===== src/rtl/ar_mux_rr.sv =====
// N-to-1 arbitrating mux (fixed-select or round-robin) into a one-entry output register.
// One cycle from handshake to y; a stalled y (y_valid && !y_ready) holds and drops all a_ready.
module ar_mux_rr #(
  parameter int N = 4,
  parameter int W = 8
) (
  input  logic           clk,
  input  logic           rst_n,
  input  logic [N*W-1:0] a,
  input  logic [N-1:0]   a_valid,
  output logic [N-1:0]   a_ready,
  input  logic           mode,
  input  logic [$clog2(N)-1:0] sel,
  output logic [W-1:0]   y,
  output logic           y_valid,
  input  logic           y_ready,
  output logic [$clog2(N)-1:0] y_ch
);

  localparam int SW = $clog2(N);

  logic [(1<<SW)-1:0] av_pad;
  logic [SW-1:0]      ptr;
  logic [SW-1:0]      gnt_idx;
  logic               gnt_vld;
  logic               load_en;
  logic [W-1:0]       gnt_dat;

  assign load_en = !y_valid || y_ready;

  always_comb begin
    // Zero-padding to a power of two makes sel >= N read as no request.
    av_pad = '0;
    av_pad[N-1:0] = a_valid;
    gnt_vld = 1'b0;
    gnt_idx = '0;
    if (!mode) begin
      if (av_pad[sel]) begin
        gnt_vld = 1'b1;
        gnt_idx = sel;
      end
    end else begin
      // Walk downward so the channel nearest ptr is the last (winning) assignment.
      for (int k = N - 1; k >= 0; k--) begin
        if (a_valid[(int'(ptr) + k) % N]) begin
          gnt_vld = 1'b1;
          gnt_idx = SW'((int'(ptr) + k) % N);
        end
      end
    end
  end

  assign gnt_dat = a[int'(gnt_idx)*W +: W];
  assign a_ready = (rst_n && load_en && gnt_vld) ? (N'(1) << gnt_idx) : '0;

  always_ff @(posedge clk) begin
    if (!rst_n) begin
      y       <= '0;
      y_ch    <= '0;
      y_valid <= 1'b0;
      ptr     <= '0;
    end else if (load_en) begin
      if (gnt_vld) begin
        y       <= gnt_dat;
        y_ch    <= gnt_idx;
        y_valid <= 1'b1;
        if (mode) begin
          ptr <= (gnt_idx == SW'(N - 1)) ? '0 : gnt_idx + 1'b1;
        end
      end else begin
        y_valid <= 1'b0;
      end
    end
  end

endmodule


===== config.mk =====
export PLATFORM = sky130hd
export DESIGN_NAME = ar_mux_rr
export DESIGN_NICKNAME = d
export VERILOG_FILES = /design/src/rtl/ar_mux_rr.sv
export SDC_FILE = /design/constraint.sdc
export NUM_CORES = 1
export LEC_CHECK = 0
export CORE_MARGIN = 2
export CORE_UTILIZATION = 39
export CTS_CLUSTER_DIAMETER = 150
export DETAILED_ROUTE_END_ITERATION = 10
export GPL_ROUTABILITY_DRIVEN = 0
export PLACE_DENSITY = 0.87
export SYNTH_ARGS = -nofsm -noshare
export SYNTH_HDL_FRONTEND = slang
export SYNTH_SLANG_ARGS = --single-unit

===== constraint.sdc =====
create_clock -name clk -period 3.3 [get_ports clk]
set_clock_uncertainty 0.15 [all_clocks]
set_input_delay 0.33 -clock clk [delete_from_list [all_inputs] [get_ports clk]]
set_output_delay 0.33 -clock clk [all_outputs]
set_load 0.01 [all_outputs]

# After elaboration in Yosys (flattened, before gate mapping)
# Cells that the tools add are included.
dict set report op_classes {
  reduce_logical 9
  mux 28
  n_eq_ne 1
  n_shift 2
  n_bitwise 3
  add_sub_neg 4
  n_lt_le_gt_ge 5
}
# cell count
set ops {}
lappend ops {{$shiftx A32 B6 Y8} 1}
lappend ops {{$mux W1} 15}
lappend ops {{$mux W2} 7}
lappend ops {{$lt A3 B4 Y1 const B} 3}
lappend ops {{$bmux W1 S2} 5}
lappend ops {{$lt A2 B3 Y1 const B} 2}
lappend ops {{$reduce_or A2 Y1} 3}
lappend ops {{$add A2 B1 Y2 const B} 2}
lappend ops {{$add A2 B2 Y2 const B} 2}
lappend ops {{$mux W4} 1}
lappend ops {{$shl A1 B2 Y4 const A} 1}
lappend ops {{$and A1 B1 Y1 const A} 3}
lappend ops {{$reduce_and A3 Y1} 1}
lappend ops {{$eq A2 B2 Y1 const B} 1}
lappend ops {{$logic_and A1 B1 Y1} 2}
lappend ops {{$reduce_and A2 Y1} 1}
lappend ops {{$logic_not A1 Y1} 1}
lappend ops {{$logic_or A1 B1 Y1} 1}
dict set report word_totals {
  wordCells 56
  out_inout_bits 15
  input_bits 42
  regBits 13
}

# Longest topological paths before layout
dict set report logic_depth {
  word_depth 13
  depth_mapped 9
  ltp_nobuf 8
}

# Worst setup path after synthesis
# OpenSTA, ideal clock, no wires.
dict set report synth_path {
  kind {input-to-output}
  start {input sel[1]}
  end {output a_ready[2]}
  required_ns 2.820
  cell_stages 7
  setup_slack_ns 0.951
  path_buffers 1
  arrival_ns 1.869
  cell_sequence {or2_2 > o22ai_1 > nor2b_1 > clkbuf_1 > nor3_1 > inv_1 > nor3_1}
}
dict set report synth_between {
  elab_chain_len 6
  word_cells_on_any_way 9
  classes_between {shift (1); mux (7); reduce/logical (1)}
}
# item line_no
set synth_lines {}
lappend synth_lines {{from (decl)} 13} ;# input logic [$clog2(N)-1:0] sel,
lappend synth_lines {{$bmux W1 S2} 38} ;# if (av_pad[sel]) begin
lappend synth_lines {{$mux W1 (not written as such)} 38}
lappend synth_lines {{$mux W2 or $mux W1 (tied branches)} 38}
lappend synth_lines {{$mux W2 or $mux W1 (tied branches)} 37} ;# if (!mode) begin
lappend synth_lines {{$shl A1 B2 Y4 or $logic_and A1 B1 Y1 (tied branches)} 54} ;# assign a_ready = (rst_n && load_en && gnt_vld) ? (N'(1) << gnt_idx) : '0;
lappend synth_lines {{$mux W4 *} 54}
lappend synth_lines {{to (decl)} 11} ;# output logic [N-1:0] a_ready,
# Mark *: on every way between the ends. The rest lies on a longest branch, timed or not. The select of a mux whose other input is x is not followed.

# Worst setup path in the final report
dict set report layout_path {
  start {input a_valid[1]}
  end {output a_ready[3]}
}
dict set report layout_between {
  elab_chain_len 10
  word_cells_on_any_way 28
  classes_between {shift (1); mux (26); reduce/logical (1)}
}
# item line_no
set layout_lines {}
lappend layout_lines {{from (decl)} 10} ;# input logic [N-1:0] a_valid,
lappend layout_lines {{$bmux W1 S2} 45} ;# if (a_valid[(int'(ptr) + k) % N]) begin
lappend layout_lines {{$mux W1 (not written as such) (2 in a row)} 45}
lappend layout_lines {{$mux W2 or $mux W1 (tied branches) (4 in a row)} 45}
lappend layout_lines {{$mux W2 or $mux W1 (tied branches)} 37}
lappend layout_lines {{$shl A1 B2 Y4 or $logic_and A1 B1 Y1 (tied branches)} 54}
lappend layout_lines {{$mux W4 *} 54}
# Marks and branches as above.

==> results.cfg <==
[clock_tree]
cts_buffers = 3
clock_path_buffers = 2
clk-insertion-delay-late_ps = 270
cts_max_level = 1
postCtsHoldBufs = 0
cts_tree = done
post_cts_buffers = 0
clock-sinks = 13
clockRootBuffer = clkbuf_4
clk_pin_slew_worst_paths_ps = 80
cts_resized = 0

[die]
boundaryPins = 57
core-area_um2 = 2210
die-area_um2 = 2730
die_y_um = 52.3
die-width_um = 52.3
num_rows = 17
start_util_pct = 41.1

[sta]
slew_violations = 0
timing.final.ws_setup_ps = 165
setup_viol = 0
min_period_over_period_pct = 95.0
relSlewSlack_pct = 67.6
hold_viol_final = 0
post-route-min-period_ps = 3140
fmax_mhz = 319
worst_slew_pin_slew_ps = 480
finalSetupTns_ps = 0
rsz0062_at_grt = no

[critical_path]
crit_fanout = 12
worstSetupPathType = in2out
cp_data_arrival_time_ps = 2660
critPathRequiredTime_ps = 2820
critPathMaxStageDelay_ps = 580
setup.worst_path.start_class = primary input
crit_top_cell = clkdlybuf4s50_1
cp-end-kind = primary output
crit_chain = clkdlybuf4s50_1, inv_2, o32a_1, a221o_1, and2_4, clkinv_1, ha_1, and2_1, clkdlybuf4s50_1
crit_slowest_cell = clkdlybuf4s50_1
reg2regPathDepth = 5

[grt]
grt_max_degree = 13
grt_pass1_vias = 1050
grt_usage_pct = 22.0
grt_overflow = 0
antenna_found_initial = 0
grt_pass1_wl_um = 4590

[final_layout]
syn2layout_area_growth_pct = 72.1
drive_gt1_share_pct = 13.7
fill_cells = 183
antenna_cells = 0
nets = 212

[logic_synthesis]
synth-seq-cells = 13
synth_fp_nets = 148
synth_common_cells = dfxtp_1, nor2_1, a211oi_1, a21oi_1, o211ai_1
synth_warnings = 0
synth_area_per_cell_um2 = 8.66
yosysMostFrequentCell = dfxtp_1
synth.top_cell.area_share_pct = 28.6
synth_cells = 105
yosysSeqAreaShare_pct = 28.6
syn_area_um2 = 910
synth_largest_area_cell = dfxtp_1
synth_cell_type_count = 33
synth_ff_type = dfxtp_1
synth_edf_count = 0
synthTopCellsByArea = dfxtp_1, mux4_2, a211oi_1
ys_async_sr_fraction_pct = 0

[route]
first_pass_iters = 4
drtIter0Drc = 28
avgViaCountPerCell = 5.52
dr.max_layer_used = met4
wl_um = 2790
wl_met2_um = 1330
ant_nets = 0
drt-met1-wl_um = 1180
routedWlPerCell_um = 14.3
route.met3.wl_um = 264
drc = 0
vias = 1082

[outcome]
status = completed

[pwr]
power.switching_uw = 157
p_seq_share_pct = 36.6
power.density_nw_per_um2 = 329
finalPower_uw = 516
ir_drop_mv = 0.222
power_frac_clock_pct = 18.8
p_sw_share_pct = 30.4
p_leak_nw = 0.590
power_frac_comb_pct = 44.6
p_int_uw = 359

[flow_run]
maxCapViolCount = 0

[placed_design]
port_buffers = 56
preCtsSetupSlack_ps = 172
place_hpwl_um = 2350

[min_path]
hold_depth = 1
hold_class = reg2reg
[layer usage]
metal	vias up	global-route usage [%]
met5	-	0
met4	0	2.14
met3	5	5.43
met2	62	41.0
met1	486	25.9
li1	529	-
[final cells by class]
class | count | area [um^2] | share of cell area [%]
inverters | 7 | 26.3 | 1.68
well taps | 28 | 35.0 | 2.24
multi-input cells | 80 | 597 | 38.1
clock buffers | 4 | 26.3 | 1.68
flip-flops and latches | 13 | 260 | 16.6
repair buffers | 64 | 621 | 39.6
[state kept, by name, indices dropped and copies added (netlist names)]
| signal | cells |
|---|---|
| ptr | 2 |
| y | 8 |
| y_ch | 2 |
| y_valid | 1 |
[per-stage QoR]
stage / hold slack (ps) / area [um^2] / util, % / std cells
2_1_floorplan: 335 / 910 / - / 105
3_3_place_gp: 307 / 1540 / 69.6 / 192
3_5_place_dp: 315 / 1540 / 69.6 / 192
4_1_cts: 336 / 1570 / 70.8 / 196
5_1_grt: 371 / 1570 / 70.8 / 196
6_report: 341 / 1570 / 70.8 / 196
[worst max-delay path, delay by kind of cell]
family / cells / cell delay [ps]
buffers and inverters: 4 / 1250
and+or+nand+nor: 2 / 310
AOI/OAI and AO/OA: 2 / 620
adders and majority gates: 1 / 130
[cells by family (layout without fill, tap and decap cells)]
| group | count (synthesis) | count (layout) | share of synthesized area, % |
|---|---|---|---|
| flip-flops | 13 | 13 | 28.6 |
| AND/OR/NAND/NOR | 27 | 27 | 15.0 |
| adder cells (fa/ha/maj) | 1 | 1 | 1.38 |
| multiplexers | 7 | 7 | 11.8 |
| AO/OA/AOI/OAI | 45 | 45 | 37.4 |
| buffers and inverters | 12 | 75 | 5.78 |
[placed cells by master (no fill, tap or decap)]
| master | instances |
|---|---|
| a22o_1 | 3 |
| a21oi_1 | 7 |
| or2_2 | 1 |
| a21boi_0 | 5 |
| buf_4 | 8 |
| clkdlybuf4s50_1 | 56 |
| nand4b_1 | 1 |
| o211ai_1 | 6 |
| clkinv_1 | 1 |
| o41ai_1 | 1 |
| and2_1 | 1 |
| nand2b_1 | 2 |
| mux2i_1 | 4 |
| clkbuf_4 | 3 |
| a211oi_1 | 7 |
| and2_4 | 1 |
| ha_1 | 1 |
| inv_1 | 5 |
| o32a_1 | 1 |
| dfxtp_1 | 13 |
| o21ai_0 | 1 |
| o32ai_2 | 1 |
| nand2_1 | 3 |
| a221o_1 | 1 |
| clkbuf_1 | 1 |
| o31ai_1 | 5 |
| a31o_2 | 5 |
| or2_1 | 1 |
| nor3_1 | 2 |
| o22ai_1 | 1 |
| inv_2 | 1 |
| a31oi_1 | 1 |
| mux4_2 | 3 |
| nor2_1 | 11 |
| nor2b_1 | 4 |
[power by group through the flow]
stage / clock network (mW) / logic (mW) / registers, mW
final: 0.0970 / 0.230 / 0.189
after CTS: 0.0972 / 0.231 / 0.188
after floorplan: 0 / 0.105 / 0.197
after global routing: 0.109 / 0.251 / 0.191
after global placement: 0 / 0.224 / 0.190
after detailed placement: 0 / 0.230 / 0.192
[worst paths after layout]
kind / start / endpoint / slack [ps]
worst max-delay path: a_valid[1] / a_ready[3] / 160
worst max register to register: ptr[1] / y[0] / 1080
worst min register to register: y[0] / y[0] / 340
worst min-delay path: y[0] / y[0] / 340
No activity file was read; power rests on OpenSTA's default activity.
